===== src/rtl/carrier_track_loop.sv =====
// carrier_track_loop: carrier tracking PI loop with sweep, lock detector and acquire/track gain scheduling
module carrier_track_loop #(
  parameter int ERR_W = 8,
  parameter int ACC_W = 40,
  parameter int OUT_W = 32,
  parameter int CNT_W = 16
) (
  input  logic                    clk,
  input  logic                    reset,
  input  logic                    sync,
  input  logic                    errorEn,
  input  logic [ERR_W-1:0]        error,
  input  logic                    invertError,
  input  logic                    zeroError,
  input  logic                    sweepEnable,
  input  logic                    clearAccum,
  input  logic [4:0]              acqLeadExp,
  input  logic [4:0]              acqLagExp,
  input  logic [4:0]              trkLeadExp,
  input  logic [4:0]              trkLagExp,
  input  logic [OUT_W-1:0]        limit,
  input  logic [OUT_W-1:0]        sweepRate,
  input  logic [ERR_W-2:0]        syncThreshold,
  input  logic [CNT_W-2:0]        lockCount,
  output logic [ERR_W-1:0]        loopError,
  output logic [OUT_W-1:0]        carrierFreqOffset,
  output logic [OUT_W-1:0]        carrierLeadFreq,
  output logic                    carrierFreqEn,
  output logic                    carrierLock,
  output logic signed [CNT_W-1:0] lockCounter,
  output logic [1:0]              loopState
);
  localparam int MAX_SH = ACC_W - ERR_W;
  localparam int ALIGN = ACC_W - OUT_W;
  localparam int WW = ACC_W + 2;
  localparam logic [ERR_W-1:0] MIN_ERR = {1'b1, {(ERR_W-1){1'b0}}};
  typedef enum logic [1:0] {SWEEP = 2'b00, ACQUIRE = 2'b01, TRACK = 2'b10} state_t;
  state_t state, stateNext;
  logic [OUT_W-1:0] lead;
  logic signed [ACC_W-1:0] lagAccum, errExt, leadTerm, lagTerm;
  logic signed [WW-1:0] limWide, stepWide, accWide, trkSum, sweepSum, accNext;
  logic signed [CNT_W-1:0] posCnt, negCnt, cntInc, cntDec;
  logic [ERR_W-1:0] errAbs, adjErr;
  logic valid, inTh, lockHit, unlockHit, lockEvt, unlockEvt, reachNeg, sweepHit, sweepDown;
  function automatic int clampSh(input logic [4:0] e);
    return (int'(e) > MAX_SH) ? MAX_SH : int'(e);
  endfunction
  assign valid = sync & errorEn;
  assign errAbs = error[ERR_W-1] ? -error : error;
  assign inTh = errAbs <= {1'b0, syncThreshold};
  // the most negative error has no positive twin, so inversion saturates it
  assign adjErr = (zeroError || state == SWEEP) ? '0 :
                  !invertError ? error : (error == MIN_ERR) ? ~MIN_ERR : -error;
  assign errExt = ACC_W'($signed(loopError));
  assign leadTerm = errExt <<< clampSh(state == TRACK ? trkLeadExp : acqLeadExp);
  assign lagTerm = errExt <<< clampSh(state == TRACK ? trkLagExp : acqLagExp);
  // two guard bits keep the sum and the +/-limit bounds free of overflow
  assign limWide = WW'(limit) <<< ALIGN;
  assign stepWide = WW'(sweepRate) <<< ALIGN;
  assign accWide = WW'(lagAccum);
  assign trkSum = accWide + WW'(lagTerm);
  assign sweepSum = sweepDown ? accWide - stepWide : accWide + stepWide;
  assign sweepHit = sweepDown ? (sweepSum <= -limWide) : (sweepSum >= limWide);
  assign accNext = (state == SWEEP) ? (sweepHit ? (sweepDown ? -limWide : limWide) : sweepSum) :
                   (trkSum > limWide) ? limWide : (trkSum < -limWide) ? -limWide : trkSum;
  assign posCnt = signed'({1'b0, lockCount});
  assign negCnt = -posCnt;
  assign cntInc = lockCounter + CNT_W'(1);
  assign cntDec = lockCounter - CNT_W'(1);
  assign lockHit = lockCounter == posCnt;
  assign unlockHit = lockCounter == negCnt;
  assign lockEvt = valid & inTh & lockHit;
  assign unlockEvt = valid & ~inTh & unlockHit;
  // the counter has reached the negative dwell either already or on this decrement
  assign reachNeg = valid & ~inTh & (unlockHit | (cntDec == negCnt));
  always_comb begin
    stateNext = state;
    if (state == SWEEP)
      stateNext = (!sweepEnable || (valid && inTh)) ? ACQUIRE : SWEEP;
    else if (state == ACQUIRE)
      stateNext = lockEvt ? TRACK : (sweepEnable && reachNeg) ? SWEEP : ACQUIRE;
    else if (state == TRACK)
      stateNext = !unlockEvt ? TRACK : sweepEnable ? SWEEP : ACQUIRE;
    else
      stateNext = sweepEnable ? SWEEP : ACQUIRE;
  end
  always_ff @(posedge clk) begin
    if (reset) begin
      state <= sweepEnable ? SWEEP : ACQUIRE;
      loopError <= '0;
      lead <= '0;
      lagAccum <= '0;
      lockCounter <= '0;
      carrierLock <= 1'b0;
      carrierFreqEn <= 1'b0;
      sweepDown <= 1'b0;
    end else begin
      state <= stateNext;
      carrierFreqEn <= valid;
      if (valid) begin
        loopError <= adjErr;
        lead <= OUT_W'(leadTerm >>> ALIGN);
        lockCounter <= inTh ? (lockHit ? '0 : cntInc) : (unlockHit ? '0 : cntDec);
        carrierLock <= inTh ? (lockHit | carrierLock) : (carrierLock & ~unlockHit);
      end
      if (clearAccum) begin
        lagAccum <= '0;
        sweepDown <= 1'b0;
      end else if (valid) begin
        lagAccum <= ACC_W'(accNext);
        sweepDown <= sweepDown ^ (state == SWEEP && sweepHit);
      end
    end
  end
  assign carrierFreqOffset = OUT_W'(lagAccum >>> ALIGN);
  assign carrierLeadFreq = lead;
  assign loopState = state;
endmodule


===== config.mk =====
export PLATFORM = sky130hd
export DESIGN_NAME = carrier_track_loop
export DESIGN_NICKNAME = d
export VERILOG_FILES = /design/src/rtl/carrier_track_loop.sv
export SDC_FILE = /design/constraint.sdc
export NUM_CORES = 1
export LEC_CHECK = 0
export BUFFER_PORTS_ARGS = -buffer_cell sky130_fd_sc_hd__buf_4
export CAP_MARGIN = 40
export CORE_MARGIN = 2
export CORE_UTILIZATION = 40
export CTS_CLUSTER_DIAMETER = 200
export DETAILED_ROUTE_END_ITERATION = 6
export GPL_TIMING_DRIVEN = 0
export REMOVE_ABC_BUFFERS = 1
export SETUP_SLACK_MARGIN = 0.4
export SLEW_MARGIN = 5
export SYNTH_ARGS = -nofsm -noshare
export SYNTH_HDL_FRONTEND = slang
export SYNTH_SLANG_ARGS = --single-unit

===== constraint.sdc =====
create_clock -name clk -period 7.4 [get_ports clk]
set_clock_uncertainty 0.2 [all_clocks]
set_input_delay 0 -clock clk [delete_from_list [all_inputs] [get_ports clk]]
set_output_delay 0 -clock clk [all_outputs]
set_load 0.005 [all_outputs]

==> impl_metrics.py <==
metrics = {
    "pwr": {
        "p_leak_nw": 9.61,
        "power_density_nw_per_um2": 113,
        "max_rail_drop_vdd_mv": 0.108,
    },
    "final_layout": {
        "nets": 3025,
        "layout_common_cells": "sky130_fd_sc_hd__buf_4 (313), sky130_fd_sc_hd__nor2_1 (230), sky130_fd_sc_hd__a21oi_1 (217), sky130_fd_sc_hd__ha_1 (198), sky130_fd_sc_hd__nand2_1 (194)",
        "post-route-util_pct": 52.7,
        "area_growth_syn_to_layout_pct": 30.8,
        "layoutNonFillerInstCount": 3234,
        "final_layout_size_suffix_gt1_share_pct": 23.1,
        "layout.cells.most_common": "sky130_fd_sc_hd__buf_4",
    },
    "worst_setup_path": {
        "timing.critical_path.to": "lagAccum[5]$_SDFFE_PP0P_",
        "critical_path_required_ns": 7.51,
        "critical_path_start": "loopState[0]$_DFF_P_",
        "worst-r2r-cell-count": 33,
        "crit_type": "flop to flop",
        "crit_path_max_incr_delay_ns": 0.50,
        "worstReg2RegStart": "loopState[0]$_DFF_P_",
        "worstSetupStartpointType": "flop",
        "crit_arrival_ns": 7.21,
        "critical_path.endpoint_type": "flop",
        "timing.critical_path.fanout_max": 8,
        "cell_at_the_slowest_stage_of_the_critical_path": "sky130_fd_sc_hd__or4_4",
        "reg2reg_setup_slack_ns": 0.30,
        "r2r-end": "lagAccum[5]$_SDFFE_PP0P_",
    },
    "cts": {
        "clk-insertion-delay-late_ns": 0.40,
        "cts_inserted_buffers": 9,
        "clock_sink_count": 100,
        "cts_tree": "yes",
        "clockBufferDepth": 2,
        "clk_transition_reported_paths_ns": 0.10,
        "ctsRootBufferMaster": "sky130_fd_sc_hd__clkbuf_16",
        "ctsHtreeMaxLevel": 3,
    },
    "timing": {
        "post-route-period-util_pct": 95.9,
        "grt_setup_unrepaired": "true",
        "final_setup_vio_count": 0,
        "worstMarginPinSlew_ns": 1.08,
        "timing.hold.ws_ns": 0.0295,
        "final.min_clock_period_ns": 7.10,
        "number_of_hold_violations_in_the_final_report": 0,
        "max_slew_margin_pct": 27.6,
        "max_slew_violation_total_from_the_final_report": 0,
        "postLayoutSetupSlackWorst_ns": 0.303,
        "max_clock_freq_mhz": 141,
    },
    "yosys": {
        "syn-instance-count": 2404,
        "synth_xor_area_share_pct": 10.1,
        "biggest_area_consumer_among_synthesized_cells": "sky130_fd_sc_hd__ha_1",
        "mux_contribution_to_synthesized_area_pct": 4.83,
        "ys_seq_area_share_pct": 11.6,
        "main_flop_type_after_synthesis": "sky130_fd_sc_hd__dfxtp_1",
        "synth-adder-area-share_pct": 16.1,
        "synth_top_cell_area_share_pct": 15.9,
        "ys_async_rst_share_pct": 0,
        "synth_edf_count": 0,
        "post_synth_instance_area_um2": 17200,
        "yosysWarnings": 0,
        "yosys-top-cells-area": "sky130_fd_sc_hd__ha_1 (16%), sky130_fd_sc_hd__dfxtp_1 (12%), sky130_fd_sc_hd__xnor2_1 (7.8%)",
        "library_cells_used_by_synthesis": 99,
        "synth_simple_gate_area_share_pct": 24.1,
        "synth_area_per_cell_um2": 7.17,
        "synth.ff_latch_count": 100,
        "main_combinational_cell_family_by_area_after_synthesis": "compound AO/OA/AOI/OAI gates",
        "synth-compound-area-share_pct": 27.0,
    },
    "floorplan": {
        "initial_core_util_pct": 40.3,
        "io_pins": 214,
        "floorplan.die.width_um": 212,
        "design.die.area_um2": 44800,
        "fp.dieH_um": 212,
        "floorplan.rows": 76,
        "floorplan.core_area_um2": 42800,
    },
    "outcome": {
        "status": "finished, final reports clean",
    },
    "global_routing": {
        "via_count_of_the_first_global_routing_pass": 17800,
        "number_of_antenna_violations_at_the_first_check_in_global_routing": 2,
        "grt_first_pass_wirelength_mm": 101,
        "globalRoute.totalOverflow": 0,
        "grt_max_degree": 62,
        "grt_util_all_layers_pct": 28.9,
    },
    "placement": {
        "io_buffer_count": 213,
        "global_placement_routability_congestion": 0.965,
        "post-place-cells": 3034,
        "dp_hpwl_mm": 51.1,
        "post-place-ws_ns": -3.12,
    },
    "drt": {
        "drt_first_iter_violations": 1909,
        "drtPass1Iterations": 6,
        "drc": 0,
        "antenna_violating_nets_post_route": 0,
        "wl_per_cell_um": 21.7,
        "postRouteWirelength_mm": 70.1,
        "post_drt_via_cell_ratio": 6.15,
        "detailroute.via_count": 19900,
    },
    "job": {
        "maxCapViolations": 0,
    },
    "worst_hold_path": {
        "hold_depth": 4,
        "min_path_type": "input port to flop",
    },
}
==> logic make-up (layout without fill, tap and decap cells) <==
group,Yosys count,count (layout)
AO/OA/AOI/OAI,721,723
XOR/XNOR,198,198
adder cells (fa/ha/maj),221,221
buffers and inverters,241,522
flip-flops,100,100
multiplexers,81,81
other,0,1
AND/OR/NAND/NOR,842,842
==> cells in the mapped netlist (8+ instances only) <==
master                      count
sky130_fd_sc_hd__a2111oi_0      8
sky130_fd_sc_hd__a211oi_1      37
sky130_fd_sc_hd__a21o_1        33
sky130_fd_sc_hd__a21oi_1      242
sky130_fd_sc_hd__a221oi_1      18
sky130_fd_sc_hd__a22oi_1       14
sky130_fd_sc_hd__a311oi_1      18
sky130_fd_sc_hd__a31oi_1       31
sky130_fd_sc_hd__and2_1        23
sky130_fd_sc_hd__and3_1        33
sky130_fd_sc_hd__and4_1         9
sky130_fd_sc_hd__buf_2          8
sky130_fd_sc_hd__buf_4         34
sky130_fd_sc_hd__clkbuf_1      97
sky130_fd_sc_hd__dfxtp_1      100
sky130_fd_sc_hd__ha_1         219
sky130_fd_sc_hd__inv_1         86
sky130_fd_sc_hd__mux2_2        16
sky130_fd_sc_hd__mux2i_1       64
sky130_fd_sc_hd__nand2_1      202
sky130_fd_sc_hd__nand2b_1      17
sky130_fd_sc_hd__nand3_1       60
sky130_fd_sc_hd__nand3b_1       8
sky130_fd_sc_hd__nand4_1       32
sky130_fd_sc_hd__nor2_1       244
sky130_fd_sc_hd__nor2b_1       25
sky130_fd_sc_hd__nor3_1        87
sky130_fd_sc_hd__nor3b_1        8
sky130_fd_sc_hd__nor4_1        18
sky130_fd_sc_hd__o211ai_1      27
sky130_fd_sc_hd__o21a_1        21
sky130_fd_sc_hd__o21ai_0      151
sky130_fd_sc_hd__o21bai_1       9
sky130_fd_sc_hd__o31ai_1        8
sky130_fd_sc_hd__or2_2         12
sky130_fd_sc_hd__or3_1         27
sky130_fd_sc_hd__or4_1         10
sky130_fd_sc_hd__xnor2_1      153
sky130_fd_sc_hd__xor2_1        44
==> layout make-up <==
class                   count  area, um2
fillers                  4099      20200
multi-input cells        2065      15500
repair buffers            416       3700
flip-flops and latches    100       2010
well taps                 546        683
inverters                  89        364
clock buffers               9        225
clock inverters             7       67.6
repair inverters            1       11.3
diodes                      1       2.50
==> power breakdown <==
| part | internal, mW | total (mW) | switching [mW] |
|---|---|---|---|
| logic | 0.601 | 1.41 | 0.809 |
| clock network | 0.239 | 0.523 | 0.284 |
| registers | 0.559 | 0.605 | 0.0456 |
==> what timing repair did <==
action | CTS | global route
hold endpoints to repair | 69 | 0
hold buffers | 58 | 0
pin swaps | 53 | 95
gates cloned | 1 | 6
setup buffers | 52 | 66
gates resized for setup | 115 | 184
endpoints found under the setup margin | 41 | 40
==> metrics by stage <==
step / cell area (um2) / setup TNS, ns / power (mW)
global route: 22500 / 0 / 2.68
finish: 22500 / 0 / 2.54
floorplan: 16500 / -49.99 / 1.37
global placement: 18800 / -209.73 / 1.76
detailed placement: 19100 / -88.95 / 1.81
CTS: 21000 / 0 / 2.40
==> registers in the layout, indices dropped and copies added (netlist names) <==
register / count
sweepDown: 1
loopError: 8
carrierLock: 1
lockCounter: 16
carrierFreqEn: 1
loopState: 2
carrierLeadFreq: 31
lagAccum: 40
==> worst min path at each step <==
stage	to	from	slack [ns]
floorplan	carrierLeadFreq[30]$_SDFFE_PP0P_	reset	-0.13
global placement	loopState[0]$_DFF_P_	sweepEnable	0.003
detailed placement	loopState[0]$_DFF_P_	sweepEnable	0.009
CTS	lagAccum[10]$_SDFFE_PP0P_	limit[2]	0.002
global route	carrierLeadFreq[30]$_SDFFE_PP0P_	sync	0.05
finish	carrierLeadFreq[23]$_SDFFE_PP0P_	sync	0.03
==> routing by layer <==
| metal | global-route usage [%] | routed length [um] | part of all wire (%) | vias up |
|---|---|---|---|---|
| li1 | - | - | - | 9434 |
| met3 | 3.92 | 5380 | 7.7 | 159 |
| met5 | 0 | 0 | 0 | - |
| met1 | 38.6 | 29800 | 43 | 9468 |
| met4 | 11.9 | 2800 | 4.0 | 0 |
| met2 | 46.6 | 32100 | 46 | 818 |
==> worst max-delay path: cells and delay by family, from the launching register on <==
kind            cells  cell delay (ns)
flops               1             0.36
simple gates       12             1.97
fa+ha+maj           2             0.67
xor+xnor            1             0.18
buf+inv             5             0.72
compound gates      9             1.96
mux                 4             0.93
(Power assumes the default switching activity.)
